[src/rtl/regfile_param.sv]
// Parametrised register file with registered reads, optional write bypass,
// a write-protected window with sticky fault flag, and a sequenced bulk clear.
module regfile_param #(
    parameter int WIDTH   = 32,
    parameter int DEPTH   = 32,
    parameter int ADDR_W  = $clog2(DEPTH),
    parameter int BYPASS  = 1,
    parameter int PROT_LO = 26,
    parameter int PROT_HI = 27,
    parameter int SP_IDX  = 29,
    parameter int SP_INIT = 1020
) (
    input  logic                     Clk,
    input  logic                     Reset,
    input  logic        [ADDR_W-1:0] ReadReg1,
    input  logic        [ADDR_W-1:0] ReadReg2,
    input  logic        [ADDR_W-1:0] WAddr,
    input  logic signed [WIDTH-1:0]  WData,
    input  logic                     RegWrite,
    input  logic                     ClearReq,
    input  logic                     FaultClr,
    output logic signed [WIDTH-1:0]  ReadData1,
    output logic signed [WIDTH-1:0]  ReadData2,
    output logic                     Busy,
    output logic                     ClearDone,
    output logic                     WriteFault
);

    localparam bit                PROT_EN = (PROT_LO <= PROT_HI);
    localparam logic [ADDR_W-1:0] LAST    = ADDR_W'(DEPTH - 1);

    typedef enum logic {IDLE, CLEAR} state_t;

    state_t            state;
    logic [ADDR_W-1:0] clr_cnt;
    logic [WIDTH-1:0]  regs [DEPTH];

    logic in_prot;
    logic wr_fault;
    logic wr_ok;

    function automatic logic [WIDTH-1:0] init_val(input int idx);
        return (idx == SP_IDX) ? WIDTH'(SP_INIT) : '0;
    endfunction

    assign in_prot  = PROT_EN && (32'(WAddr) >= 32'(PROT_LO)) && (32'(WAddr) <= 32'(PROT_HI));
    assign wr_fault = RegWrite && (WAddr != '0) && in_prot;
    // NOTE: Busy gates only the write itself; a protected attempt still faults while clearing.
    assign wr_ok    = RegWrite && (WAddr != '0) && !in_prot && !Busy;

    function automatic logic [WIDTH-1:0] read_val(input logic [ADDR_W-1:0] addr);
        if (addr == '0)
            return '0;
        if ((BYPASS != 0) && wr_ok && (WAddr == addr))
            return WData;
        return regs[addr];
    endfunction

    always_ff @(posedge Clk or posedge Reset) begin
        if (Reset) begin
            // NOTE: the array lives in flops and must come out of reset holding init values,
            // so it is reset here rather than left to a RAM macro.
            for (int i = 0; i < DEPTH; i++)
                regs[i] <= init_val(i);
            ReadData1  <= '0;
            ReadData2  <= '0;
            state      <= IDLE;
            clr_cnt    <= '0;
            Busy       <= 1'b0;
            ClearDone  <= 1'b0;
            WriteFault <= 1'b0;
        end else begin
            ReadData1 <= read_val(ReadReg1);
            ReadData2 <= read_val(ReadReg2);
            ClearDone <= 1'b0;

            if (wr_fault)
                WriteFault <= 1'b1;
            else if (FaultClr)
                WriteFault <= 1'b0;

            if (wr_ok)
                regs[WAddr] <= WData;

            // Clear writes never collide with normal writes: wr_ok is low while Busy.
            case (state)
                IDLE: begin
                    if (ClearReq) begin
                        state   <= CLEAR;
                        clr_cnt <= '0;
                        Busy    <= 1'b1;
                    end
                end
                CLEAR: begin
                    regs[clr_cnt] <= init_val(int'(clr_cnt));
                    if (clr_cnt == LAST) begin
                        state     <= IDLE;
                        Busy      <= 1'b0;
                        ClearDone <= 1'b1;
                    end else begin
                        clr_cnt <= clr_cnt + 1'b1;
                    end
                end
                default: state <= IDLE;
            endcase
        end
    end

endmodule

[config.mk]
export PLATFORM = sky130hd
export DESIGN_NAME = regfile_param
export DESIGN_NICKNAME = d
export VERILOG_FILES = /design/src/rtl/regfile_param.sv
export SDC_FILE = /design/constraint.sdc
export NUM_CORES = 2
export LEC_CHECK = 0
export CAP_MARGIN = 40
export CORE_ASPECT_RATIO = 1.5
export CORE_UTILIZATION = 41
export CTS_BUF_LIST = sky130_fd_sc_hd__clkbuf_16
export CTS_CLUSTER_DIAMETER = 100
export CTS_CLUSTER_SIZE = 25
export DETAILED_ROUTE_END_ITERATION = 6
export SLEW_MARGIN = 40
export SYNTH_ARGS = -nofsm -noshare
export SYNTH_HDL_FRONTEND = slang
export SYNTH_SLANG_ARGS = --single-unit
[constraint.sdc]
create_clock -name Clk -period 35.7 [get_ports Clk]
set_input_delay 3.57 -clock Clk [delete_from_list [all_inputs] [get_ports Clk]]
set_output_delay 3.57 -clock Clk [all_outputs]
set_load 0.1 [all_outputs]
==> impl_metrics.prom <==
# TYPE chip_impl_metric gauge
chip_impl_metric{name="power_frac_seq",unit="%"} 50.7
chip_impl_metric{name="power_report.internal_total",unit="mW"} 2.19
chip_impl_metric{name="reg2reg_setup_slack",unit="ns"} 32.42
chip_impl_metric{name="tns",unit="ns"} 0
chip_impl_info{name="clockRootBuffer",value="sky130_fd_sc_hd__clkbuf_16"} 1
chip_impl_metric{name="core",unit="sq um"} 143000
chip_impl_metric{name="dr_total_vias",unit=""} 50800
chip_impl_info{name="synth.top_cells.by_count",value="1896 x sky130_fd_sc_hd__nand2_1, 1089 x sky130_fd_sc_hd__dfrtp_1, 896 x sky130_fd_sc_hd__a21oi_1"} 1
chip_impl_metric{name="globalplace.congestion",unit=""} 0.911
chip_impl_metric{name="place_hpwl",unit="um"} 144000
chip_impl_metric{name="synth_nets",unit=""} 6092
chip_impl_metric{name="maximum_number_of_buffers_from_clock_root_to_sink",unit=""} 3
chip_impl_info{name="grt_setup_unrepaired",value="no"} 1
chip_impl_metric{name="synthArstFlopShare",unit="%"} 100
chip_impl_metric{name="io-pin-count",unit=""} 119
chip_impl_metric{name="ir_worst_vdd",unit="mV"} 0.0358
chip_impl_metric{name="drt_iter0_drcs",unit=""} 6804
chip_impl_metric{name="synth_warnings",unit=""} 0
chip_impl_metric{name="die-width",unit="um"} 313
chip_impl_info{name="synth.top_cells.by_area",value="sky130_fd_sc_hd__dfrtp_1 46%, sky130_fd_sc_hd__mux4_2 14%, sky130_fd_sc_hd__nand2_1 12%"} 1
chip_impl_metric{name="design.final.nets",unit=""} 5820
chip_impl_metric{name="setup-violations-final",unit=""} 0
chip_impl_info{name="synth_area_leader_cell",value="sky130_fd_sc_hd__dfrtp_1"} 1
chip_impl_info{name="most_common_cell_in_the_netlist",value="sky130_fd_sc_hd__nand2_1"} 1
chip_impl_metric{name="cp_data_arrival_time",unit="ns"} 7.24
chip_impl_metric{name="synth.lib_cells_used.distinct",unit=""} 52
chip_impl_metric{name="wl_per_cell",unit="um"} 32.6
chip_impl_metric{name="worstHoldPathCells",unit=""} 2
chip_impl_metric{name="die_y",unit="um"} 468
chip_impl_metric{name="design.die.area",unit="sq um"} 146000
chip_impl_metric{name="grt_pass1_wl",unit="um"} 360000
chip_impl_metric{name="synth_top_area_share",unit="%"} 46.0
chip_impl_info{name="timing.rr.start",value="Busy"} 1
chip_impl_metric{name="maximum_capacitance_violations",unit=""} 0
chip_impl_info{name="worst_hold_path_type",value="flop to flop"} 1
chip_impl_metric{name="power.density",unit="nW/um^2"} 55.0
chip_impl_info{name="crit_type",value="input pin to flop"} 1
chip_impl_metric{name="gr-total-overflow",unit=""} 0
chip_impl_metric{name="clock_tree.htree_level_count",unit=""} 2
chip_impl_metric{name="critPathMaxFanout",unit=""} 32
chip_impl_metric{name="final_antenna_net_count",unit=""} 0
chip_impl_info{name="worst_r2r_endpoint",value="regs[292]"} 1
chip_impl_info{name="cts_tree",value="yes"} 1
chip_impl_info{name="crit_chain",value="clkdlybuf4s50_1 -> nand2_4 -> buf_4 -> o22ai_1 -> nor4_1 -> o221a_1"} 1
chip_impl_metric{name="numCtsBuffers",unit=""} 49
chip_impl_metric{name="cts_post_setup_buffers_inserted",unit=""} 0
chip_impl_metric{name="achievable-frequency",unit="MHz"} 151
chip_impl_metric{name="grt_max_degree",unit=""} 150
chip_impl_metric{name="synth.ff_latch_count",unit=""} 1097
chip_impl_metric{name="net_sw_power",unit="mW"} 1.27
chip_impl_metric{name="dr.pass1.iters",unit=""} 6
chip_impl_metric{name="insertion_delay",unit="ns"} 0.71
chip_impl_metric{name="reg2reg_depth",unit=""} 6
chip_impl_metric{name="report.final.hold_viol_count",unit=""} 0
chip_impl_metric{name="avgViaCountPerCell",unit=""} 6.61
chip_impl_metric{name="avgSynthCellArea",unit="sq um"} 9.83
chip_impl_metric{name="post_route_cells_drive_above_1_share",unit="%"} 16.1
chip_impl_metric{name="clock_sinks",unit=""} 1097
chip_impl_metric{name="drc_errors",unit=""} 0
chip_impl_metric{name="finalCritPeriodShare",unit="%"} 18.5
chip_impl_metric{name="power.combinational.fraction",unit="%"} 29.7
chip_impl_metric{name="worst_ep_required_time",unit="ns"} 36.33
chip_impl_metric{name="critical_path.max_stage_delay",unit="ns"} 0.89
chip_impl_info{name="status",value="completed"} 1
chip_impl_metric{name="max_slew.worst_pin.slew",unit="ns"} 0.957
chip_impl_metric{name="post-route-min-period",unit="ns"} 6.61
chip_impl_info{name="end_kind",value="flop"} 1
chip_impl_metric{name="floorplan.rows",unit=""} 170
chip_impl_metric{name="final_cell_count_no_fill",unit=""} 7680
chip_impl_metric{name="initial_util",unit="%"} 41.4
chip_impl_info{name="capture_point_of_the_critical_path",value="ReadData1[17]"} 1
chip_impl_metric{name="yosysSeqAreaShare",unit="%"} 46.3
chip_impl_metric{name="power_share_of_the_clock_group",unit="%"} 19.5
chip_impl_metric{name="power.share.switching",unit="%"} 36.6
chip_impl_metric{name="gr-usage-all-layers",unit="%"} 33.9
chip_impl_metric{name="grt_pass1_vias",unit=""} 50000
chip_impl_metric{name="post_synthesis_to_final_layout_area_growth",unit="%"} 6.02
chip_impl_metric{name="timing_max_transition_violations_final",unit=""} 0
chip_impl_metric{name="total_leakage_power",unit="nW"} 26.4
chip_impl_metric{name="clk_transition_reported_paths",unit="ns"} 0.11
chip_impl_metric{name="post_cts.resized_instances",unit=""} 0
chip_impl_metric{name="postRouteWirelength",unit="um"} 250000
chip_impl_metric{name="antenna_found_initial",unit=""} 12
chip_impl_metric{name="maxSlewHeadroom",unit="%"} 35.6
chip_impl_metric{name="finClkSkew",unit="ns"} 0.0317
chip_impl_info{name="critical-path-slowest-cell",value="sky130_fd_sc_hd__clkdlybuf4s50_1"} 1
chip_impl_metric{name="hold_buffers",unit=""} 0
chip_impl_info{name="timing.critical_path.from_type",value="input pin"} 1
chip_impl_info{name="worst_setup_path_startpoint",value="ReadReg1[4]"} 1
chip_impl_metric{name="netlist_instances",unit=""} 6035
chip_impl_metric{name="number_of_flops_mapped_to_enable_cells_by_yosys",unit=""} 0
chip_impl_metric{name="numPlacedInstances",unit=""} 7601
chip_impl_info{name="primary_ff_master_synth",value="sky130_fd_sc_hd__dfrtp_1"} 1
chip_impl_metric{name="mappedNetlistArea",unit="sq um"} 59300
chip_impl_metric{name="portBuffers",unit=""} 118
-- layer usage --
layer	GRT usage [%]	routed length [um]	vias up	share of wire, %
met1	41.7	87700	25500	35
met4	22.0	18900	16	7.6
met2	52.3	114000	3731	45
met3	9.64	30100	1060	12
met5	0	101	-	0.040
li1	-	-	20500	-
-- worst min path at each step --
| stage | slack, ns | startpoint | to |
|---|---|---|---|
| floorplan | 0.46 | regs[1021] | regs[1021] |
| global placement | 0.48 | regs[72] | regs[72] |
| detailed placement | 0.49 | regs[67] | regs[67] |
| CTS | 0.50 | regs[67] | regs[67] |
| global route | 0.51 | regs[67] | regs[67] |
| finish | 0.50 | regs[67] | regs[67] |
-- sequential cells by signal, indices dropped and copies added, names as in the netlist --
register	cells
regs	1024
ReadData1	32
ReadData2	32
clr_cnt	5
Busy	1
ClearDone	1
WriteFault	1
state	1
-- critical path: cells and delay by family --
kind,cells,cell delay [ns]
buf+inv,2,1.55
compound gates,2,0.51
simple gates,2,1.53
-- stage by stage --
stage | setup slack, ns | area (sq um) | hold WS, ns | power [mW] | util, %
3_5_place_dp | 28.45 | 61400 | 0.485 | 2.78 | 42.8
3_3_place_gp | 28.44 | 61600 | 0.476 | 2.75 | 43.0
4_1_cts | 29.17 | 62700 | 0.501 | 3.43 | 43.8
5_1_grt | 28.96 | 62900 | 0.514 | 3.59 | 43.8
6_report | 29.09 | 62900 | 0.503 | 3.46 | 43.9
2_1_floorplan | 1.26 | 59300 | 0.465 | 2.45 | -
-- power by group through the flow --
| stage | Clock, mW | Sequential [mW] | Combinational (mW) |
|---|---|---|---|
| floorplan | 0 | 1.78 | 0.669 |
| global placement | 0 | 1.75 | 0.999 |
| detailed placement | 0 | 1.77 | 1.01 |
| CTS | 0.680 | 1.74 | 1.01 |
| global route | 0.714 | 1.78 | 1.10 |
| finish | 0.676 | 1.75 | 1.03 |
-- area by class of cell --
class / instances / area, sq um
antenna: 7 / 17.5
clock buffer: 49 / 1230
clock inverter: 20 / 75.1
fill: 13700 / 80500
inverter: 5 / 26.3
multi-input combinational: 4304 / 29200
sequential: 1097 / 27500
tap: 1892 / 2370
timing repair buffer: 306 / 2500
-- cells in the final DEF (no fill, tap or decap), types with 33 or more instances in the layout --
cell type and n:
sky130_fd_sc_hd__mux4_2 380, sky130_fd_sc_hd__nor2_1 79, sky130_fd_sc_hd__and2_1 108, sky130_fd_sc_hd__clkbuf_16 49, sky130_fd_sc_hd__mux2_2 125, sky130_fd_sc_hd__nand2_1 1886, sky130_fd_sc_hd__o211a_1 33, sky130_fd_sc_hd__clkdlybuf4s50_1 45
sky130_fd_sc_hd__mux2i_1 127, sky130_fd_sc_hd__buf_2 67, sky130_fd_sc_hd__dfrtp_1 1089, sky130_fd_sc_hd__a21oi_1 896, sky130_fd_sc_hd__a22oi_1 65, sky130_fd_sc_hd__o22ai_1 188, sky130_fd_sc_hd__o211ai_1 97, sky130_fd_sc_hd__buf_4 164
sky130_fd_sc_hd__or4_1 33
-- cells by family after synthesis --
kind of cell,synth area share [%]
fa+ha+maj,0.106
xor+xnor,0.192
buf+inv,5.16
compound gates,13.3
mux,19.3
flops,46.3
simple gates,15.6
Power figures use the tool's default switching activity.
